## config.mk

```make
export PLATFORM = sky130hd
export DESIGN_NAME = fwd_sel_unit
export DESIGN_NICKNAME = d
export VERILOG_FILES = /design/src/rtl/fwd_sel_unit.sv
export SDC_FILE = /design/constraint.sdc
export NUM_CORES = 1
export LEC_CHECK = 0
export ABC_AREA = 0
export CAP_MARGIN = 20
export CORE_MARGIN = 3
export CORE_UTILIZATION = 47
export DETAILED_ROUTE_END_ITERATION = 16
export PLACE_DENSITY = 0.84
export SETUP_SLACK_MARGIN = 0.3
export SLEW_MARGIN = 5
export SYNTH_ARGS = -nofsm -noshare
export SYNTH_HDL_FRONTEND = slang
export SYNTH_SLANG_ARGS = --single-unit
```

## constraint.sdc

```tcl
create_clock -name clk -period 1.8 [get_ports clk]
set_clock_uncertainty 0.15 [all_clocks]
set_input_delay 0.27 -clock clk [delete_from_list [all_inputs] [get_ports clk]]
set_output_delay 0.27 -clock clk [all_outputs]
set_load 0.1 [all_outputs]
```

## src/rtl/fwd_sel_unit.sv

```systemverilog
// Forwarding-select generator for the LC-3b EX-stage operand muxes.
// Tracks in-flight destination tags and raises load-use stalls.
module fwd_sel_unit #(
  parameter int REGW = 3
) (
  input  logic            clk,
  input  logic            reset,
  input  logic            id_valid,
  input  logic [REGW-1:0] id_sr1,
  input  logic            id_sr1_used,
  input  logic [REGW-1:0] id_sr2,
  input  logic            id_sr2_used,
  input  logic [REGW-1:0] id_dr,
  input  logic            id_wr_en,
  input  logic            id_is_load,
  input  logic            pipe_stall,
  input  logic            flush,
  output logic [1:0]      sr1_sel,
  output logic [1:0]      sr2_sel,
  output logic            hazard_stall
);

  typedef struct packed {
    logic            vld;
    logic [REGW-1:0] dr;
  } slot_t;

  localparam slot_t BUBBLE = '{vld: 1'b0, dr: '0};

  slot_t ex_q, mem_q, wb_q;
  logic  ex_ld_q;

  slot_t      id_slot;
  logic       ld_hit;
  logic       take;
  logic       load_bubble;
  logic [1:0] sel1_d, sel2_d;

  function automatic logic [1:0] pick(
    input logic            used,
    input logic [REGW-1:0] src,
    input slot_t           ex,
    input slot_t           mem,
    input slot_t           wb
  );
    logic [1:0] r;
    r = 2'b00;
    priority case (1'b1)
      used && ex.vld  && src == ex.dr:  r = 2'b01;
      used && mem.vld && src == mem.dr: r = 2'b10;
      used && wb.vld  && src == wb.dr:  r = 2'b11;
      default:                          r = 2'b00;
    endcase
    return r;
  endfunction

  always_comb begin
    ld_hit = 1'b0;
    if (ex_q.vld && ex_ld_q) begin
      ld_hit = (id_sr1_used && id_sr1 == ex_q.dr)
             | (id_sr2_used && id_sr2 == ex_q.dr);
    end
    hazard_stall = id_valid & ld_hit & ~flush;
  end

  // A load-use consumer never reaches EX while the load is still there.
  always_comb begin
    take        = id_valid & ~hazard_stall & ~flush;
    load_bubble = ~take;
    id_slot     = '{vld: id_wr_en, dr: id_dr};
    sel1_d      = pick(id_sr1_used, id_sr1, ex_q, mem_q, wb_q);
    sel2_d      = pick(id_sr2_used, id_sr2, ex_q, mem_q, wb_q);
  end

  always_ff @(posedge clk) begin
    if (reset) begin
      ex_q    <= BUBBLE;
      mem_q   <= BUBBLE;
      wb_q    <= BUBBLE;
      ex_ld_q <= 1'b0;
      sr1_sel <= 2'b00;
      sr2_sel <= 2'b00;
    end else if (!pipe_stall) begin
      wb_q  <= mem_q;
      mem_q <= flush ? BUBBLE : ex_q;
      if (load_bubble) begin
        ex_q    <= BUBBLE;
        ex_ld_q <= 1'b0;
        sr1_sel <= 2'b00;
        sr2_sel <= 2'b00;
      end else begin
        ex_q    <= id_slot;
        ex_ld_q <= id_is_load;
        sr1_sel <= sel1_d;
        sr2_sel <= sel2_d;
      end
    end
  end

endmodule

```

; Yosys cells after proc, flatten, opt, wreduce, memory -nomap -nowiden
; Index checks and enable logic that the tools add are counted.
[totals]
ff_bits = 17
latch_bits = 0
ram_bits = 0
mem_bits_ro = 0
inputBits = 18
out_inout_bits = 5
word_cells = 49
n_memories = 0
[classes]
n_addsub = 0
multipliers = 0
div_mod_pow = 0
magnitude_cmp = 0
eq_ne = 6
shifts = 0
n_mux = 12
bitwise = 7
n_reduce_logical = 15
[op_table]
columns = cell, count
row1 = $eq 3x3->1, 6
row2 = $mux 2, 8
row3 = $logic_and 1x1->1, 15
row4 = $mux 4, 2
row5 = $and 1x1->1, 4
row6 = $mux 1, 2
row7 = $not 1->1, 2
row8 = $or 1x1->1, 1

; Longest topological paths before layout
; Gate-level depths: netlist (run 1).
[logic_depth]
depth_word = 10
ltp_mapped = 4
ltp_nobuf = 4

; Least setup slack after synthesis (run 1)
; No wires, ideal clock.
[synth_timing]
path_kind = register to register
startpoint = register ex_q[2] in the netlist's numbering
endpoint = register ex_ld_q
setup_ns = 0.173
t_arrival_ns = 1.971
required_time_ns = 1.477
setup_slack_ns = -0.494
path_stages_with_launch = 5
n_path_buf = 0
period_less_slack_ns = 2.294
path_cell_list = dfxtp_1 xnor2_1 nand4_1 a211oi_4 o32ai_1
[synth_via]
elab_chain_cells = 10
elab_cells_between_ends = 12
classes_between = 2 x eq/ne / 2 x mux / 6 x bitwise / 2 x reduce/logical
[synth_rtl]
columns = element, line_no
row1 = from (decl), 30  ; slot_t ex_q, mem_q, wb_q;
row2 = from (signal assigned), 92  ; ex_q <= id_slot;
row3 = "$eq 3x3->1, on equally long branches", "60, 61"
row4 = "$logic_and 1x1->1, on equally long branches", "60, 61"
row5 = $or 1x1->1 (*), 61  ; | (id_sr2_used && id_sr2 == ex_q.dr);
row6 = $mux 1 (*), 59  ; if (ex_q.vld && ex_ld_q) begin
row7 = $and 1x1->1 (*) (2 in a row), 63  ; hazard_stall = id_valid & ld_hit & ~flush;
row8 = named net hazard_stall, 20  ; output logic hazard_stall
row9 = $not 1->1 (*), 68  ; take = id_valid & ~hazard_stall & ~flush;
row10 = $and 1x1->1 (*) (2 in a row), 68
row11 = $mux 1 (*), 86  ; if (load_bubble) begin
row12 = to (signal assigned), 93  ; ex_ld_q <= id_is_load;
row13 = to (decl), 31  ; logic ex_ld_q;
; The timed path passes the listed nets; every way through them passes the cells marked *.
; A chain may end at the register's enable or synchronous reset.

; Final worst setup path (run 1)
[layout_timing]
startpoint = register ex_q[2] in the netlist's numbering
endpoint = output port hazard_stall
[layout_via]
elab_chain_cells = 6
elab_cells_between_ends = 8
classes_between = 2 x eq/ne / 1 x mux / 3 x bitwise / 2 x reduce/logical
[layout_rtl]
columns = element, line_no
row1 = "$eq 3x3->1, on equally long branches", "60, 61"
row2 = "$logic_and 1x1->1, on equally long branches", "60, 61"
row3 = $or 1x1->1 (*), 61
row4 = $mux 1 (*), 59
row5 = $and 1x1->1 (*) (2 in a row), 63
row6 = to (decl), 20
; Mark *: on every way between the ends. The rest lies on a longest branch, timed or not.

==> summary.md, run 1 <==
## Placed design
• 0.8171 — Final Wtd Congestion
• 1960 µm — Final HPWL DP
• 22 — # port buffers
• -0.3406 ns — worst slack after detailed placement
• 0.001306 mm² — total placed instance area
• 160 — total instance count after detailed placement

## GRT
• met2 — layer with the highest usage after global routing
• 24.95% — met1 usage
• 952 — number of global-route vias before repair
• 20 — largest net degree at the start of global routing
• 22.71% — combined global-route utilization of all metal layers
• 0 — total overflow reported by the global router
• 40.87% — routing usage on met2
• 3.561% — met3 track demand over resource
• 4340 µm — global-route wire length before repair
• 0 — number of antenna violations at the first check in global routing

## STA
• 491.7 MHz — Highest Clock Rate
• 0.3645 ns — transition time at the pin with the least slew margin
• -0.2336 ns — final setup slack of the worst path
• 0 — Slew Viols, Final
• 1 — Setup violations, final
• true — RSZ-0062 raised after global routing
• 0.3486 ns — worst-case hold slack
• 2.034 ns — Period minus WS final
• 113.0% — period utilisation layout
• 75.70% — Worst slew margin
• 0 — final hold violations

## Route
• 5 — drt pass-1 iters
• 959 — total via count in the routed design
• 16.88 µm — Routed wire per std cell
• 0 — Detail Route Antenna Nets
• 38 — number of DRC markers after the initial detailed-route iteration
• 5.743 — via-per-instance ratio
• 2819 µm — Routed Wire Length
• 0 — DRC violations left

## Worst setup path
• 5 — worst-case reg-to-reg path depth
• 1.38 ns — endpoint required time on the critical path
• output port — Critical Path Sink Type
• ex_q[3] — destination of the worst register-to-register timing path
• flop to output port — critical path class
• 3 — critical path fanouts, max
• 0.11 ns — setup slack on the worst flop-to-flop path
• flop — critical path startpoint category
• ex_q[2] — origin of the critical flop-to-flop path
• 1.61 ns — Arrival @ worst endpoint

## Synth
• sky130_fd_sc_hd__dfxtp_1 — most numerous cell in the Yosys netlist
• 36.71% — portion of the post-synthesis area used by sequential elements
• 26 — count of unique library cells instantiated by Yosys
• 123 — number of nets in the synthesized netlist
• 17 — total of flip-flops plus latches after synthesis
• sky130_fd_sc_hd__dfxtp_1 (37%), sky130_fd_sc_hd__xor2_1 (11%), sky130_fd_sc_hd__nand2_1 (5.7%), sky130_fd_sc_hd__xnor2_1 (5.7%), sky130_fd_sc_hd__o32ai_1 (4.7%) — cells taking the most area after synthesis
• sky130_fd_sc_hd__dfxtp_1 — cell taking the most area after synthesis
• 105 — Syn Inst Count
• 0% — fraction of synthesis flops using an asynchronous set or reset pin
• sky130_fd_sc_hd__dfxtp_1 (17), sky130_fd_sc_hd__nand2_1 (14), sky130_fd_sc_hd__xor2_1 (12), sky130_fd_sc_hd__nor2_1 (8) — top cells by instance count after synthesis
• sky130_fd_sc_hd__dfxtp_1 — Synth Flop Type
• 0 — Syn. warnings
• 927.1 µm² — post-synthesis instance area
• 8.830 µm² — Avg Inst Size Synth
• 0 — Post-synth EDFFs
• 36.71% — fraction of synthesized cell area taken by the top area cell type

## Floorplanning
• 23 — Top Ports
• 0.002542 mm² — area of the die
• 50.42 µm — die width
• 15 — Std-Cell Rows
• 0.001802 mm² — core area
• 51.46% — starting density of the core
• 50.42 µm — Die Height

## Power and ir drop
• 0.0005478 µW — leakage power
• 521.8 mW/mm² — Pwr per Cell Area
• 471.7 µV — maximum VDD drop

## Clock tree
• 0.30 ns — clock latency on the worst-skew pair
• 3 — cts bufs inserted
• sky130_fd_sc_hd__clkbuf_4 — CTS root buf
• yes — TritonCTS clock tree
• 2 — maximum count of clock buffers along a single path
• 17 — total number of clock tree sinks
• 0.11 ns — clock transition at the registers of the reported paths
• 1 — H-tree Lvls

## Outcome
• setup timing — violations in the final reports
• finished with violations — status

## Final layout
• 167 — filler-free cell count of the finished design
• 0 — number of antenna repair diodes
• 124 — Fill cells
• 26.06% — fraction of layout instances using a drive strength above 1
• 51.96% — layout overhead on the synthesized area
• 0.001409 mm² — Non-Filler Cell Area, Final
• 161 — nets@finish

## Hold path
• flop to flop — path type of the worst min-delay path
• sr2_sel[1] — endpoint of the worst hold path
• sr2_sel[1] — HP Start
• 2 — Worst Hold Path Cells

## Job
• 0 — max-cap violation count

stage by stage:
step	TNS (ns)	power [µW]	util [%]
3_5_place_dp	-2.999	515.4	72.50
5_1_grt	-0.2814	757.2	78.19
4_1_cts	-0.1724	723.8	77.29
2_1_floorplan	-3.656	442.3	-
6_report	-0.2336	735.1	78.19
3_3_place_gp	-2.083	510.4	72.50
routing by layer:
| metal | vias to the layer above | part of all wire (%) |
|---|---|---|
| li1 | 452 | - |
| met1 | 443 | 38 |
| met2 | 45 | 51 |
| met3 | 19 | 5.9 |
| met4 | 0 | 5.2 |
| met5 | - | 0 |
cells by family (layout without fill, tap and decap cells):
kind of cell	Yosys count	in the layout	share of synthesized area [%]
buffers and inverters	5	42	2.158
AO/OA/AOI/OAI	18	18	15.52
multiplexers	4	4	4.319
AND/OR/NAND/NOR	43	43	24.29
flip-flops	17	17	36.71
XOR/XNOR	18	18	17.00
worst max-delay path, stage by stage (launching register included):
cell                       delay (ns)
sky130_fd_sc_hd__dfxtp_4         0.38
sky130_fd_sc_hd__xnor2_2         0.15
sky130_fd_sc_hd__nand4_1         0.21
sky130_fd_sc_hd__a211oi_4        0.35
sky130_fd_sc_hd__buf_12          0.21
power breakdown:
group / switching [µW] / internal, µW / total (µW)
Sequential: 5.19 / 376 / 382
Combinational: 62.5 / 72.6 / 135
Clock: 132 / 86.6 / 218
Total: 200 / 536 / 735
registers in the layout, summed over array words and instances (netlist names):
name,cells
ex_ld_q,1
sr1_sel,2
sr2_sel,2
ex_q,4
wb_q,4
mem_q,4
how the worst max path moves through the flow:
stage | slack (ns) | end | cells after the start | startpoint
after floorplan | -0.39 | ex_q[0] | 4 | ex_q[1]
after global placement | -0.27 | hazard_stall | 5 | id_sr1[0]
after detailed placement | -0.34 | hazard_stall | 5 | id_sr2[2]
after CTS | -0.17 | hazard_stall | 4 | ex_q[1]
after global routing | -0.28 | hazard_stall | 4 | ex_q[2]
final | -0.23 | hazard_stall | 4 | ex_q[2]
layout make-up:
type | count | area, µm² | area share (%)
Sequential cell | 17 | 354.1 | 25.13
Timing Repair Buffer | 37 | 375.4 | 26.64
Clock buffer | 4 | 26.28 | 1.865
Multi-Input combinational cell | 83 | 618.1 | 43.87
Tap cell | 25 | 31.28 | 2.220
Inverter | 1 | 3.754 | 0.2664
repair_timing:
action,CTS,global route
resized for setup,15,3
buffers inserted,3,0
pin swaps,6,5
cloned,0,0
hold buffers,0,0
setup endpoints to repair,10,10
layout by cell type, fill, tap and decap left out:
| master | synthesis | final |
|---|---|---|
| sky130_fd_sc_hd__or4_1 | 2 | 2 |
| sky130_fd_sc_hd__dfxtp_2 | 0 | 2 |
| sky130_fd_sc_hd__nand2_1 | 14 | 14 |
| sky130_fd_sc_hd__o32ai_1 | 5 | 5 |
| sky130_fd_sc_hd__a21oi_1 | 4 | 4 |
| sky130_fd_sc_hd__a2bb2oi_1 | 2 | 2 |
| sky130_fd_sc_hd__nand4_1 | 1 | 1 |
| sky130_fd_sc_hd__nor4_1 | 4 | 3 |
| sky130_fd_sc_hd__buf_12 | 0 | 5 |
| sky130_fd_sc_hd__nor4_2 | 0 | 1 |
| sky130_fd_sc_hd__nor3_1 | 1 | 1 |
| sky130_fd_sc_hd__xnor2_2 | 0 | 6 |
| sky130_fd_sc_hd__clkbuf_4 | 0 | 3 |
| sky130_fd_sc_hd__buf_4 | 0 | 15 |
| sky130_fd_sc_hd__clkdlybuf4s50_1 | 0 | 11 |
| sky130_fd_sc_hd__nor2_1 | 8 | 8 |
| sky130_fd_sc_hd__nor3b_1 | 3 | 3 |
| sky130_fd_sc_hd__dfxtp_1 | 17 | 12 |
| sky130_fd_sc_hd__xor2_1 | 12 | 12 |
| sky130_fd_sc_hd__mux2i_1 | 4 | 4 |
| sky130_fd_sc_hd__nand4_2 | 1 | 1 |
| sky130_fd_sc_hd__or2_0 | 1 | 1 |
| sky130_fd_sc_hd__dfxtp_4 | 0 | 3 |
| sky130_fd_sc_hd__a211oi_4 | 1 | 1 |
| sky130_fd_sc_hd__o31ai_1 | 4 | 4 |
| sky130_fd_sc_hd__inv_1 | 1 | 1 |
| sky130_fd_sc_hd__or3_1 | 1 | 1 |
| sky130_fd_sc_hd__nand2b_1 | 6 | 6 |
| sky130_fd_sc_hd__o22ai_1 | 2 | 2 |
| sky130_fd_sc_hd__clkbuf_1 | 2 | 1 |
| sky130_fd_sc_hd__nor2b_1 | 1 | 1 |
| sky130_fd_sc_hd__dlygate4sd2_1 | 0 | 6 |
Note: power is estimated with default switching activity, not from simulation.
==> run 2, diff against run 1 <==
CTS_CLUSTER_DIAMETER = 50   (was unset)
==> results of run 2 <==
Final layout, timing and power as in run 1 (identical DEF).
==> variant: new RTL, flow settings as in run 1 <==
`REGW`: 3 -> 6.
--- a/src/rtl/fwd_sel_unit.sv
+++ b/src/rtl/fwd_sel_unit.sv
@@ -2,5 +2,5 @@
 // Tracks in-flight destination tags and raises load-use stalls.
 module fwd_sel_unit #(
-  parameter int REGW = 3
+  parameter int REGW = 6
 ) (
   input  logic            clk,
Ports: changed (resized id_dr, id_sr1 and id_sr2); port bits go from 23 to 32. No check against the original RTL was run, so the function may have changed too.
==> variant against run 1 <==
The run still ends with setup timing left. Combinational power rose by 61%. Routed wire length is 80% higher. Sequential cell count is 9 higher. Via count increased by 63%. Sequential power increased by 54%. Total power up 52%. Worst setup slack got worse by 580 ps. Cell area rose by 57%. Fmax shrank 22%. Synthesized cell count grew 59%. Area after synthesis rose by 57%. Largest cell class unchanged.
==> variant: results (changes against run 1) <==
Logic synthesis
  • Largest cells by area after synthesis: dfxtp_1, xnor2_1, xor2_1
  • Syn Nets: 194 (+58%)
  • Post-synth ARST share: 0 (unchanged)
  • Synth top cells by count: dfxtp_1, nand2_1, xnor2_1
  • Avg Cell Area, Syn: 8.728 µm² (-1.1%)
  • Register area share after synthesis: 0.3571 (-0.009990)
  • Synth cell types: 31 (+19%)
  • YS warnings: 0 (unchanged)

Layout
  • Number of diodes: 0 (unchanged)
  • Layout Cells excl Fill: 257 (+54%)
  • Largest regs: ex_q x7, mem_q x7, wb_q x7
  • Share of post-route cells with drive strength above 1: 0.2699 (+0.009348)

GRT
  • Initial antenna violation count: 0 (unchanged)
  • GR met3 Demand/Resource: 0.05579 (+0.02018)
  • GRT met1 Usage: 0.3447 (+0.09520)
  • Gr usage total: 0.2891 (+0.06194)
  • Vias in the first global route: 1583 (+66%)
  • Largest net degree at the start of global routing: 23 (+15%)
  • First-pass GRT wire length: 7886 µm (+82%)
  • GRT met2 Usage: 0.4828 (+0.07411)

STA
  • Setup TNS: -5742 ps (-5508 ps)
  • Final worst slack: -813.5 ps (-579.9 ps)
  • Hold_ws: 328.5 ps (-20.03 ps)
  • Slew HR: 0.7297 (-0.02729)
  • Final setup viols: 13 (+12)

CTS
  • Clock Latency Late Sink: 330 ps (+30 ps)
  • Max clock buf depth: 2 (unchanged)
  • Clock buffer count from CTS: 3 (unchanged)
  • H-Tree Depth: 1 (unchanged)
  • CTS root buf: clkbuf_4
  • Reg clk slew, reported paths: 150 ps (+40 ps)

Route
  • DR iter-0 viols: 148 (+290%)
  • DRT Pass-1 Iters: 4 (-1)
  • Wire per inst: 19.72 µm (+17%)
  • Avg Vias per Cell: 6.066 (+5.6%)

Setup path
  • Worst Path Arrival: 2190 ps (+580 ps)
  • Reg2reg end: sr2_sel[0]
  • Reg2reg path depth: 9 (+4)
  • R2R Setup Slk: -430 ps (-540 ps)
  • Critical Path Source: ex_q[4]
  • Worst Setup EP: hazard_stall
  • Critical path capture point type: output pin
  • CP max FO: 3 (unchanged)

Pwr
  • Max VDD drop: 0.4137 mV (-12%)
  • Net switching power figure: 0.2957 mW (+48%)
  • LEAKAGE: 0.8576 nW (+57%)

Placed design
  • Hpwl dp: 3353 µm (+71%)
  • Port Buffer Count: 31 (+41%)
  • Setup WS pre-CTS: -789.6 ps (-449.0 ps)
  • GP Congestion: 0.9669 (+18%)
  • Placed Cells: 249 (+56%)

Outcome
  • Status: finished, violations left
  • Failing checks: setup timing

Worst hold path
  • Tightest Hold Check Type: in2reg
  • Worst hold stages: 3 (+1)
variant: cell type report:
type	count	area [µm²]
repair buffers	63	636.9
well taps	31	38.79
clock buffers	4	36.28
multi-input cells	132	962.2
flip-flops and latches	26	533.0
fillers	176	641.9
inverters	1	3.754
variant: routing by layer:
| layer | up-vias | part of all wire |
|---|---|---|
| li1 | 701 | - |
| met1 | 735 | 0.38 |
| met2 | 84 | 0.49 |
| met3 | 39 | 0.069 |
| met4 | 0 | 0.069 |
| met5 | - | 0 |
variant: what timing repair did:
action,in CTS,in global routing
endpoints found under the hold margin,0,0
pin swaps,2,0
setup buffers,1,2
gates resized for setup,15,3
hold buffers,0,0
cloned,1,0
setup endpoints to repair,13,13
variant: per-stage QoR:
stage	power (mW)	cell area, µm²
after floorplan	0.6781	1484
after global placement	0.7931	2067
after detailed placement	0.8020	2067
after CTS	1.102	2193
after global routing	1.143	2211
final	1.118	2211
variant: power groups by stage:
| stage | combinational (mW) | sequential [mW] | clock [mW] |
|---|---|---|---|
| 2_1_floorplan | 0.0780 | 0.600 | 0 |
| 3_3_place_gp | 0.191 | 0.602 | 0 |
| 3_5_place_dp | 0.200 | 0.602 | 0 |
| 4_1_cts | 0.208 | 0.588 | 0.306 |
| 5_1_grt | 0.229 | 0.590 | 0.325 |
| 6_report | 0.218 | 0.589 | 0.311 |
variant: critical path, cell delays in order (launching register included):
cell and delay, ps:
dfxtp_4 400, xnor2_4 180, nand4_1 190, or4_4 480, a2111oi_4 380, buf_12 220
variant: kinds of logic after synthesis:
family | Yosys count | synth area share
DFF | 26 | 0.3571
xor gates and xnor gates | 36 | 0.2163
muxes | 7 | 0.04807
AOI/OAI and AO/OA | 25 | 0.1202
buffers and inverters | 9 | 0.02918
and+or+nand+nor | 64 | 0.2292
variant: worst min path at each step:
stage / startpoint / endpoint
after floorplan: id_dr[0] / ex_q[0]
after CTS: id_dr[3] / ex_q[3]
final: id_dr[3] / ex_q[3]
after global routing: id_dr[2] / ex_q[2]
after detailed placement: ex_q[6] / ex_q[6]
after global placement: ex_q[6] / ex_q[6]
